`config.mk`:
```
export PLATFORM = sky130hd
export DESIGN_NAME = rob_multi_commit
export DESIGN_NICKNAME = d
export VERILOG_FILES = /design/src/rtl/mips_core_pkg.sv /design/src/rtl/rob_commit_select.sv /design/src/rtl/rob_multi_commit.sv
export SDC_FILE = /design/constraint.sdc
export NUM_CORES = 2
export LEC_CHECK = 0
export CORE_ASPECT_RATIO = 1.75
export CORE_MARGIN = 5
export CORE_UTILIZATION = 60
export DETAILED_ROUTE_END_ITERATION = 8
export PLACE_DENSITY_LB_ADDON = 0.3
export SYNTH_ARGS = -nofsm -noshare
export SYNTH_HDL_FRONTEND = slang
export SYNTH_HIERARCHICAL = 1
export SYNTH_SLANG_ARGS = --single-unit
```
`constraint.sdc`:
```
create_clock -name clk -period 91.3 [get_ports clk]
set_clock_uncertainty 0.05 [all_clocks]
set_input_delay 9.13 -clock clk [delete_from_list [all_inputs] [get_ports clk]]
set_output_delay 9.13 -clock clk [all_outputs]
set_load 0.1 [all_outputs]
```
`src/rtl/mips_core_pkg.sv`:
```
// Shared core definitions: reorder-buffer instruction classes, entry layout and defaults.
package mips_core_pkg;

    localparam int unsigned ROB_DEPTH     = 16;
    localparam int unsigned ROB_COMMIT_W  = 2;
    localparam int unsigned ROB_DATA_W    = 32;
    localparam int unsigned ROB_ADDR_W    = 16;
    localparam int unsigned ROB_PREG_BITS = 6;

    typedef enum logic [1:0] {
        BR  = 2'd0,
        JU  = 2'd1,
        ST  = 2'd2,
        REG = 2'd3
    } rob_inst_t;

    typedef struct packed {
        logic                     valid;
        logic                     ready;
        rob_inst_t                itype;
        logic                     jump_reg;
        logic [ROB_PREG_BITS-1:0] preg;
        logic [4:0]               lreg;
        logic [ROB_DATA_W-1:0]    value;
        logic [ROB_ADDR_W-1:0]    addr;
    } rob_entry_t;

endpackage

```
`src/rtl/rob_commit_select.sv`:
```
// Retire-group selection over the ROB head window: in-order ready prefix, one
// predictor update, at most one store, and store back-pressure.
module rob_commit_select
    import mips_core_pkg::*;
#(
    parameter int unsigned COMMIT_W = ROB_COMMIT_W
) (
    input  logic [COMMIT_W-1:0]      win_valid,
    input  logic [COMMIT_W-1:0]      win_ready,
    input  logic [COMMIT_W-1:0][1:0] win_type,
    input  logic [COMMIT_W-1:0]      win_jump_reg,
    input  logic                     mem_stall,
    output logic [COMMIT_W-1:0]      retire_mask
);

    logic stop;
    logic st_seen;

    always_comb begin
        retire_mask = '0;
        stop        = 1'b0;
        st_seen     = 1'b0;
        for (int unsigned i = 0; i < COMMIT_W; i++) begin
            if (!stop) begin
                if (!(win_valid[i] && win_ready[i])) begin
                    stop = 1'b1;
                end else if (rob_inst_t'(win_type[i]) == ST && (st_seen || mem_stall)) begin
                    stop = 1'b1;
                end else begin
                    retire_mask[i] = 1'b1;
                    if (rob_inst_t'(win_type[i]) == ST)
                        st_seen = 1'b1;
                    // a branch or jump-register closes the group after itself
                    if (rob_inst_t'(win_type[i]) == BR || win_jump_reg[i])
                        stop = 1'b1;
                end
            end
        end
    end

endmodule

```
`src/rtl/rob_multi_commit.sv`:
```
// Reorder buffer with single dispatch, multi-wide in-order commit, multi-port
// result write-back, store port, partial squash by branch tag and full flush.
module rob_multi_commit
    import mips_core_pkg::*;
#(
    parameter int unsigned DEPTH     = ROB_DEPTH,
    parameter int unsigned COMMIT_W  = ROB_COMMIT_W,
    parameter int unsigned CDB_PORTS = 2,
    parameter int unsigned DATA_W    = ROB_DATA_W,
    parameter int unsigned ADDR_W    = ROB_ADDR_W,
    parameter int unsigned PREG_BITS = ROB_PREG_BITS,
    parameter int unsigned TAG_W     = $clog2(DEPTH)
) (
    input  logic                          clk,
    input  logic                          rst,
    input  logic                          disp_valid,
    input  logic [1:0]                    disp_type,
    input  logic                          disp_ready_init,
    input  logic                          disp_jump_reg,
    input  logic [PREG_BITS-1:0]          disp_preg,
    input  logic [4:0]                    disp_lreg,
    output logic                          disp_ready,
    output logic [TAG_W-1:0]              disp_tag,
    input  logic [CDB_PORTS-1:0]          cdb_valid,
    input  logic [CDB_PORTS*TAG_W-1:0]    cdb_tag,
    input  logic [CDB_PORTS*DATA_W-1:0]   cdb_data,
    input  logic                          st_valid,
    input  logic [TAG_W-1:0]              st_tag,
    input  logic [ADDR_W-1:0]             st_addr,
    input  logic [DATA_W-1:0]             st_data,
    input  logic                          mem_stall,
    input  logic                          flush_valid,
    input  logic [TAG_W-1:0]              flush_tag,
    input  logic                          full_flush,
    output logic [COMMIT_W-1:0]           commit_valid,
    output logic [COMMIT_W*2-1:0]         commit_type,
    output logic [COMMIT_W-1:0]           commit_jump_reg,
    output logic [COMMIT_W*PREG_BITS-1:0] commit_preg,
    output logic [COMMIT_W*5-1:0]         commit_lreg,
    output logic [COMMIT_W*DATA_W-1:0]    commit_data,
    output logic [COMMIT_W*ADDR_W-1:0]    commit_addr,
    output logic [TAG_W:0]                count,
    output logic                          empty
);

    // Parameterised form of rob_entry_t so non-default widths stay consistent.
    typedef struct packed {
        logic                 valid;
        logic                 ready;
        rob_inst_t            itype;
        logic                 jump_reg;
        logic [PREG_BITS-1:0] preg;
        logic [4:0]           lreg;
        logic [DATA_W-1:0]    value;
        logic [ADDR_W-1:0]    addr;
    } entry_t;

    entry_t                    mem [DEPTH];
    logic [TAG_W:0]            rd_ptr, wr_ptr;
    logic [TAG_W-1:0]          rd_idx, wr_idx;
    logic                      full, disp_fire;
    logic [TAG_W-1:0]          flush_off;
    logic [TAG_W:0]            flush_wr;
    logic [DEPTH-1:0]          squash;
    logic [TAG_W-1:0]          win_idx [COMMIT_W];
    logic [COMMIT_W-1:0]       win_valid, win_ready, win_jump_reg;
    logic [COMMIT_W-1:0][1:0]  win_type;
    logic [COMMIT_W-1:0]       retire_mask;
    logic [TAG_W:0]            n_commit;
    logic [TAG_W-1:0]          cdb_idx [CDB_PORTS];
    logic [CDB_PORTS-1:0]      cdb_hit;
    logic                      st_hit;

    assign rd_idx     = rd_ptr[TAG_W-1:0];
    assign wr_idx     = wr_ptr[TAG_W-1:0];
    assign full       = (rd_ptr[TAG_W] != wr_ptr[TAG_W]) && (rd_idx == wr_idx);
    assign empty      = (rd_ptr == wr_ptr);
    assign count      = wr_ptr - rd_ptr;
    assign disp_ready = !full;
    assign disp_tag   = wr_idx;
    assign disp_fire  = disp_valid && disp_ready && !flush_valid && !full_flush;

    // Squash everything strictly younger than the branch, by distance from the head.
    always_comb begin
        flush_off = flush_tag - rd_idx;
        flush_wr  = rd_ptr + {1'b0, flush_off} + (TAG_W+1)'(1);
        for (int unsigned j = 0; j < DEPTH; j++)
            squash[j] = flush_valid && ((TAG_W'(j) - rd_idx) > flush_off);
    end

    always_comb begin
        for (int unsigned p = 0; p < CDB_PORTS; p++) begin
            cdb_idx[p] = cdb_tag[p*TAG_W +: TAG_W];
            cdb_hit[p] = cdb_valid[p] && mem[cdb_idx[p]].valid && !squash[cdb_idx[p]];
        end
        st_hit = st_valid && mem[st_tag].valid && !squash[st_tag];
    end

    always_comb begin
        for (int unsigned i = 0; i < COMMIT_W; i++) begin
            win_idx[i]      = rd_idx + TAG_W'(i);
            win_valid[i]    = mem[win_idx[i]].valid && !squash[win_idx[i]];
            win_ready[i]    = mem[win_idx[i]].ready;
            win_type[i]     = mem[win_idx[i]].itype;
            win_jump_reg[i] = mem[win_idx[i]].jump_reg;
            commit_type[i*2 +: 2]                = mem[win_idx[i]].itype;
            commit_jump_reg[i]                   = mem[win_idx[i]].jump_reg;
            commit_preg[i*PREG_BITS +: PREG_BITS] = mem[win_idx[i]].preg;
            commit_lreg[i*5 +: 5]                = mem[win_idx[i]].lreg;
            commit_data[i*DATA_W +: DATA_W]      = mem[win_idx[i]].value;
            commit_addr[i*ADDR_W +: ADDR_W]      = mem[win_idx[i]].addr;
        end
    end

    rob_commit_select #(
        .COMMIT_W (COMMIT_W)
    ) u_commit_select (
        .win_valid    (win_valid),
        .win_ready    (win_ready),
        .win_type     (win_type),
        .win_jump_reg (win_jump_reg),
        .mem_stall    (mem_stall),
        .retire_mask  (retire_mask)
    );

    always_comb begin
        n_commit = '0;
        for (int unsigned i = 0; i < COMMIT_W; i++)
            n_commit = n_commit + (TAG_W+1)'(retire_mask[i]);
    end

    assign commit_valid = full_flush ? '0 : retire_mask;

    // Later writes in this block take precedence: CDB, store, retire, squash, dispatch.
    always_ff @(posedge clk or posedge rst) begin
        if (rst) begin
            rd_ptr <= '0;
            wr_ptr <= '0;
            for (int unsigned j = 0; j < DEPTH; j++)
                mem[j] <= '0;
        end else if (full_flush) begin
            rd_ptr <= '0;
            wr_ptr <= '0;
            for (int unsigned j = 0; j < DEPTH; j++)
                mem[j] <= '0;
        end else begin
            for (int unsigned p = 0; p < CDB_PORTS; p++) begin
                if (cdb_hit[p]) begin
                    mem[cdb_idx[p]].value <= cdb_data[p*DATA_W +: DATA_W];
                    mem[cdb_idx[p]].ready <= 1'b1;
                end
            end
            if (st_hit) begin
                mem[st_tag].addr  <= st_addr;
                mem[st_tag].value <= st_data;
                mem[st_tag].ready <= 1'b1;
            end
            for (int unsigned i = 0; i < COMMIT_W; i++) begin
                if (retire_mask[i]) begin
                    mem[win_idx[i]].valid <= 1'b0;
                    mem[win_idx[i]].ready <= 1'b0;
                end
            end
            for (int unsigned j = 0; j < DEPTH; j++) begin
                if (squash[j]) begin
                    mem[j].valid <= 1'b0;
                    mem[j].ready <= 1'b0;
                end
            end
            if (disp_fire) begin
                mem[wr_idx] <= '{valid: 1'b1, ready: disp_ready_init,
                                 itype: rob_inst_t'(disp_type), jump_reg: disp_jump_reg,
                                 preg: disp_preg, lreg: disp_lreg, value: '0, addr: '0};
            end
            rd_ptr <= rd_ptr + n_commit;
            if (flush_valid)
                wr_ptr <= flush_wr;
            else if (disp_fire)
                wr_ptr <= wr_ptr + (TAG_W+1)'(1);
        end
    end

endmodule

```
# Yosys cells after proc, flatten, opt, wreduce, memory -nomap -nowiden
# Index checks and enable logic that the tools add are counted.
[op_classes]
addsub = 24
bitwise = 6
shifts = 0
mux = 121
magnitude_cmp = 33
eq_ne = 5
n_mul = 0
reduce_logical = 50
div = 0
[op_table]
columns = ["op", "n"]
rows = [
  ["bitwise mux 1024 bit", 12],
  ["2-to-1 mux 1024 bit", 12],
  ["demux 64 bit (select 4 bit)", 12],
  ["binary-select mux 64 bit (select 4 bit)", 5],
  ["2-to-1 mux 64 bit", 13],
  ["2-to-1 mux 63 bit", 5],
  ["2-to-1 mux 48 bit", 3],
  ["2-to-1 mux 2 bit", 33],
  ["> comparator 4 bit", 16],
  ["logical AND 1 bit", 38],
  ["subtractor 4 bit, first input constant", 8],
  ["greater-or-equal comparator 5 bit, second input constant", 6],
  ["< comparator 5 x 1 -> 1 bit, second input constant", 6],
  ["inverter 4 -> 5 bit", 6],
  ["< comparator 4 x 5 -> 1 bit, second input constant", 5],
  ["binary-select mux 1 bit (select 4 bit)", 5],
  ["2-to-1 mux 5 bit", 4],
  ["2-to-1 mux 1 bit", 16],
  ["2-to-1 mux 16 bit", 1],
  ["subtractor 3 x 4 -> 4 bit, first input constant", 4],
  ["adder 5 x 1 -> 5 bit, second input constant", 2],
  ["zero test 1 bit", 8],
  ["subtractor 1 x 4 -> 4 bit, first input constant", 2],
  ["subtractor 2 x 4 -> 4 bit, first input constant", 2],
  ["other kinds (13)", 15],
]
[totals]
reg_bits = 1034
ram_bits = 0
word_cells = 369
rom_bits = 0
input_bits = 152
output_inout_bits = 137
latchBits = 0
memories = 0

# Longest topological paths before layout
[logic_depth]
ltp_word = 31
mapped_depth = 28
ltp_nobuf = 23

# Hierarchy
# The synthesis kept the hierarchy.
[by_module_without_submodules]
columns = ["mod", "cells_each", "area_each_um2", "n_inst", "seq_area_each_um2"]
rows = [
  ["rob_multi_commit", 5857, 65978.3, 1, 25874.8],
  ["rob_commit_select", 9, 58.8, 1, 0.0],
]

# Worst setup path after synthesis
# Ideal clock, no wire load.
[synth_timing]
path_type = "input port to output port"
start = "in flush_tag[0]"
end = "out commit_valid[0]"
cell_stages = 19
setup_slack_ns = 67.579
required_ns = 82.120
arrival_time_ns = 14.541
n_path_buf = 2
cell_sequence = "inv_1 -> ha_1 -> fa_1 -> clkbuf_1 -> xnor2_1 -> inv_1 -> ha_1 -> a21oi_1 -> nor2_1 -> maj3_1 -> o211ai_1 -> nand2_1 -> mux4_2 -> a31oi_1 -> o31a_1 -> nand2_1 -> a31oi_1 -> clkbuf_1 -> nor2b_1"
[synth_between]
elab_chain_cells = 10
elab_cells_between_ends = 40
classes_between = "add/sub: 1; order compare: 16; mux: 4; reduce/logical: 19"
[synth_lines]
columns = ["element", "line", "rtl"]
rows = [
  ["from (decl)", "rob_multi_commit.sv:33", "input logic [TAG_W-1:0] flush_tag,"],
  ["subtractor 4 bit (*)", "rob_multi_commit.sv:85", "flush_off = flush_tag - rd_idx;"],
  ["> comparator 4 bit", "rob_multi_commit.sv:88", "squash[j] = flush_valid && ((TAG_W'(j) - rd_idx) > flush_off);"],
  ["logical AND 1 bit", "rob_multi_commit.sv:88", ""],
  ["binary-select mux 1 bit (select 4 bit) (*)", "rob_multi_commit.sv:102", "win_valid[i] = mem[win_idx[i]].valid && !squash[win_idx[i]];"],
  ["2-to-1 mux 1 bit (implied by the code) (*)", "rob_multi_commit.sv:102", ""],
  ["zero test 1 bit (*)", "rob_multi_commit.sv:102", ""],
  ["logical AND 1 bit (*)", "rob_multi_commit.sv:102", ""],
  ["via win_valid[0]", "rob_multi_commit.sv:66", "logic [COMMIT_W-1:0] win_valid, win_ready, win_jump_reg;"],
  ["logical AND 1 bit (*)", "rob_commit_select.sv:25", "if (!(win_valid[i] && win_ready[i])) begin"],
  ["2-to-1 mux 1 bit (*)", "rob_commit_select.sv:25", ""],
  ["via retire_mask[0]", "rob_multi_commit.sv:68", "logic [COMMIT_W-1:0] retire_mask;"],
  ["2-to-1 mux 2 bit (*)", "rob_multi_commit.sv:132", "assign commit_valid = full_flush ? '0 : retire_mask;"],
  ["to (decl)", "rob_multi_commit.sv:35", "output logic [COMMIT_W-1:0] commit_valid,"],
]
# Mark *: on every way through the listed nets, which the timed path passes. The rest lies on a longest branch. The select of a mux whose other input is x is not followed.

# Worst setup path in the final report
[layout_timing]
start = "in flush_tag[0]"
end = "out commit_valid[1]"
[layout_between]
elab_chain_cells = 15
elab_cells_between_ends = 51
classes_between = "add/sub: 1; order compare: 16; mux: 10; reduce/logical: 24"
[layout_lines]
columns = ["element", "line", "rtl"]
rows = [
  ["subtractor 4 bit (*)", "rob_multi_commit.sv:85", ""],
  ["> comparator 4 bit", "rob_multi_commit.sv:88", ""],
  ["logical AND 1 bit", "rob_multi_commit.sv:88", ""],
  ["binary-select mux 1 bit (select 4 bit) (*)", "rob_multi_commit.sv:102", ""],
  ["2-to-1 mux 1 bit (implied by the code) (*)", "rob_multi_commit.sv:102", ""],
  ["zero test 1 bit (*)", "rob_multi_commit.sv:102", ""],
  ["logical AND 1 bit (*)", "rob_multi_commit.sv:102", ""],
  ["via win_valid[0]", "rob_multi_commit.sv:66", ""],
  ["logical AND 1 bit (*)", "rob_commit_select.sv:25", ""],
  ["2-to-1 mux 1 bit", "rob_commit_select.sv:25", ""],
  ["logical OR 1 bit", "rob_commit_select.sv:27", "end else if (rob_inst_t'(win_type[i]) == ST && (st_seen || mem_stall)) begin"],
  ["logical AND 1 bit", "rob_commit_select.sv:27", ""],
  ["2-to-1 mux 1 bit", "rob_commit_select.sv:27", ""],
  ["2-to-1 mux 1 bit", "rob_commit_select.sv:25", ""],
  ["2-to-1 mux 1 bit (*)", "rob_commit_select.sv:24", "if (!stop) begin"],
  ["via retire_mask[1]", "rob_multi_commit.sv:68", ""],
  ["2-to-1 mux 2 bit (*)", "rob_multi_commit.sv:132", ""],
]
# Marks and branches as above.

==> results_dict.tcl <==
set metrics [dict create \
    cts_hold_buf 0 \
    run_status "complete, but fails checks" \
    grt_overflow 0 \
    htreeDepth 3 \
    synthCells 5866 \
    syn_area_um2 66000 \
    grt_pass1_vias 59900 \
    rsz0062_at_grt "false" \
    die-height_um 449 \
    placed_cell_area_um2 69700 \
    cts.path.max_buffers 3 \
    start_util_pct 60.2 \
    cts_resized 0 \
    cp-start-kind "input pin" \
    ys_top_cells_by_area "dfrtp_1 39%, mux4_2 22%, mux2i_1 9.0%, a22oi_1 4.0%, o21ai_0 3.8%" \
    layout.nets 5926 \
    viasPerCell 8.03 \
    grt_pass1_wl_um 396000 \
    cts_tree "done" \
    rows 161 \
    grt_antenna_before_repair 34 \
    core_um2 110000 \
    grt.total_usage_pct 45.8 \
    ant_nets 0 \
    post-cts-setup-buffers 0 \
    avgSynthCellArea_um2 11.3 \
    clk_pin_slew_ns 0.07 \
    final_core_util_pct 66.7 \
    hold_class "reg -> reg" \
    violations "DRC" \
    cp.required_ns 82.12 \
    r2r_start "rd_ptr[2]$_DFF_PP0_" \
    synthesis.nets 6065 \
    worst_skew_pair.late_latency_ns 0.78 \
    ys_seq_area_share_pct 39.2 \
    drt-total-wl_um 272000 \
    remaining_drc_errors 23 \
    synth-edff-count 0 \
    async_reset_ff_share_pct 100 \
    cts.sink_count 1034 \
    ys_types 88 \
    grt_max_degree 157 \
    cellPowerDensity_nw_per_um2 13.7 \
    cts-root-buf "clkbuf_16" \
    fillers 8105 \
    finalMaxSlewViolations 0 \
    synth_ff_type "dfrtp_1" \
    synth_top_cell_by_area "dfrtp_1" \
    drive_gt1_share_pct 19.5 \
    ys_seq_elements 1034 \
    drt-pass1-iter-count 9 \
    period_needed_ns 25.10 \
    post-dp-hpwl_um 158000 \
    critPathLaunch "flush_tag[0]" \
    tightest_slew_ns 1.42 \
    area_growth_pct 10.9 \
    power.leakage_uw 0.0310 \
    yosysMostFrequentCell "dfrtp_1" \
    gp_congestion 1.01 \
    max_cap_viol_count 0 \
    peakVddDrop_mv 0.0171 \
    relSlewSlack_pct 4.79 \
    reg2reg_depth 15 \
    worst_setup_path_end_kind "primary output" \
    wire_per_inst_um 37.3 \
    fmax_ghz 0.0398 \
    die_x_um 261 \
    synth_top_area_share_pct 39.2 \
    fin_setup_tns_ns 0 \
    crit_type "in -> out" \
    vias 58600 \
    io_pins 289 \
    total_power_uw 1000 \
    synthTopCellsByCount "1,034 x dfrtp_1, 643 x mux4_2, 624 x nand2_1" \
    hold_violations 0 \
    synth_warnings 6 \
    drtIter0Drc 8435 \
    io_buffers 288 \
    dieArea_um2 117000 \
    numCtsBuffers 98 \
    final-setup-viol-count 0 \
    reg2reg_setup_slack_ns 83.52 \
    fin_crit_sh_pct 27.5 \
    endpoint "commit_valid[1]" \
    r2r-end "mem[464]$_DFF_PP0_" \
    stdcell_area_um2 73200 \
    cp.arrival_ns 15.92 \
    cp_max_fo 8 \
]
[logic make-up (layout without fill, tap and decap cells)]
| logic type | count (synthesis) | in the layout | synth area share [%] |
|---|---|---|---|
| fa+ha+maj | 48 | 48 | 0.963 |
| flops | 1034 | 1034 | 39.2 |
| mux | 1270 | 1270 | 31.5 |
| compound gates | 1554 | 1554 | 15.5 |
| other cells | 0 | 23 | 0 |
| buf+inv | 762 | 705 | 4.61 |
| simple gates | 1170 | 1170 | 7.83 |
| xor+xnor | 28 | 28 | 0.383 |
[worst min-delay path by stage]
stage | startpoint | endpoint | slack, ns | cells past startpoint
finish | mem[761]$_DFFE_PP0P_ | mem[761]$_DFFE_PP0P_ | 0.48 | 1
detailed placement | mem[761]$_DFFE_PP0P_ | mem[761]$_DFFE_PP0P_ | 0.45 | 1
global route | mem[761]$_DFFE_PP0P_ | mem[761]$_DFFE_PP0P_ | 0.49 | 1
global placement | mem[759]$_DFFE_PP0P_ | mem[759]$_DFFE_PP0P_ | 0.45 | 1
floorplan | mem[752]$_DFFE_PP0P_ | mem[752]$_DFFE_PP0P_ | 0.43 | 1
CTS | mem[756]$_DFFE_PP0P_ | mem[756]$_DFFE_PP0P_ | 0.48 | 1
[cell type report]
cell class / instances / area (um2) / area share, %
Sequential cell: 1034 / 25900 / 35.3
Antenna cell: 23 / 57.6 / 0.0786
Clock buffer: 147 / 2900 / 3.96
Timing Repair Buffer: 455 / 4200 / 5.73
Inverter: 68 / 268 / 0.366
Multi-Input combinational cell: 4070 / 37600 / 51.3
Clock inverter: 35 / 541 / 0.738
Tap cell: 1467 / 1840 / 2.51
[flip-flops by register name (all words and copies together) (netlist names)]
signal / cells
wr_ptr: 5
rd_ptr: 5
mem: 1024
[critical path, cell delays in order]
cell and delay [ns]:
clkdlybuf4s50_1 0.48, inv_1 0.06, ha_1 0.23, fa_1 0.51, xnor2_1 0.25, inv_1 0.21, ha_1 0.35, a31oi_1 0.33
nor3_1 0.32, a211oi_1 0.12, o21ai_0 0.79, a311o_1 0.28, a211oi_1 0.09, a31oi_1 0.21, o31a_1 0.18, nand2_1 0.12
a2111oi_2 0.70, nor2b_1 0.35, clkdlybuf4s50_1 1.19
[cells in the final DEF, fill, tap and decap left out, types with 20 or more instances in the layout]
cell type / netlist / final
dfrtp_1: 1034 / 1031
mux4_2: 643 / 643
nand2_1: 624 / 623
mux2i_1: 595 / 595
o21ai_0: 497 / 494
a22oi_1: 355 / 355
clkdlybuf4s50_1: 0 / 287
nor2_1: 251 / 235
a21oi_1: 236 / 228
buf_4: 11 / 163
a22o_1: 127 / 127
clkbuf_16: 0 / 100
nand3_1: 85 / 77
inv_1: 65 / 64
nor2b_1: 53 / 53
o21ai_1: 53 / 53
a211oi_1: 44 / 44
ha_1: 42 / 41
o221ai_1: 35 / 35
a32oi_1: 34 / 34
mux2_2: 32 / 32
o221ai_2: 30 / 30
a31oi_1: 28 / 27
clkbuf_1: 505 / 25
diode_2: 0 / 23
nand4_1: 22 / 22
clkbuf_8: 0 / 22
xnor2_1: 22 / 20
[power by group]
group          leakage, uW  internal [uW]  switching (uW)
clock              0.00168            252             199
combinational       0.0149           19.7            68.3
sequential          0.0144            459            1.69
[metal layers]
layer | GRT usage, % | share of wire [%] | up-vias
met5 | 0.379 | 0.072 | -
met4 | 42.2 | 12 | 28
li1 | - | - | 22200
met3 | 17.4 | 15 | 1981
met1 | 52.9 | 30 | 28800
met2 | 65.4 | 43 | 5644
[metrics by stage]
stage / hold WS (ns) / instances / setup slack (ns)
6_report: 0.477 / 7299 / 66.20
5_1_grt: 0.491 / 7287 / 66.04
4_1_cts: 0.476 / 7275 / 66.48
3_5_place_dp: 0.455 / 7093 / 66.51
3_3_place_gp: 0.445 / 7093 / 66.61
2_1_floorplan: 0.428 / 5866 / 53.02
Power figures use the tool's default switching activity.
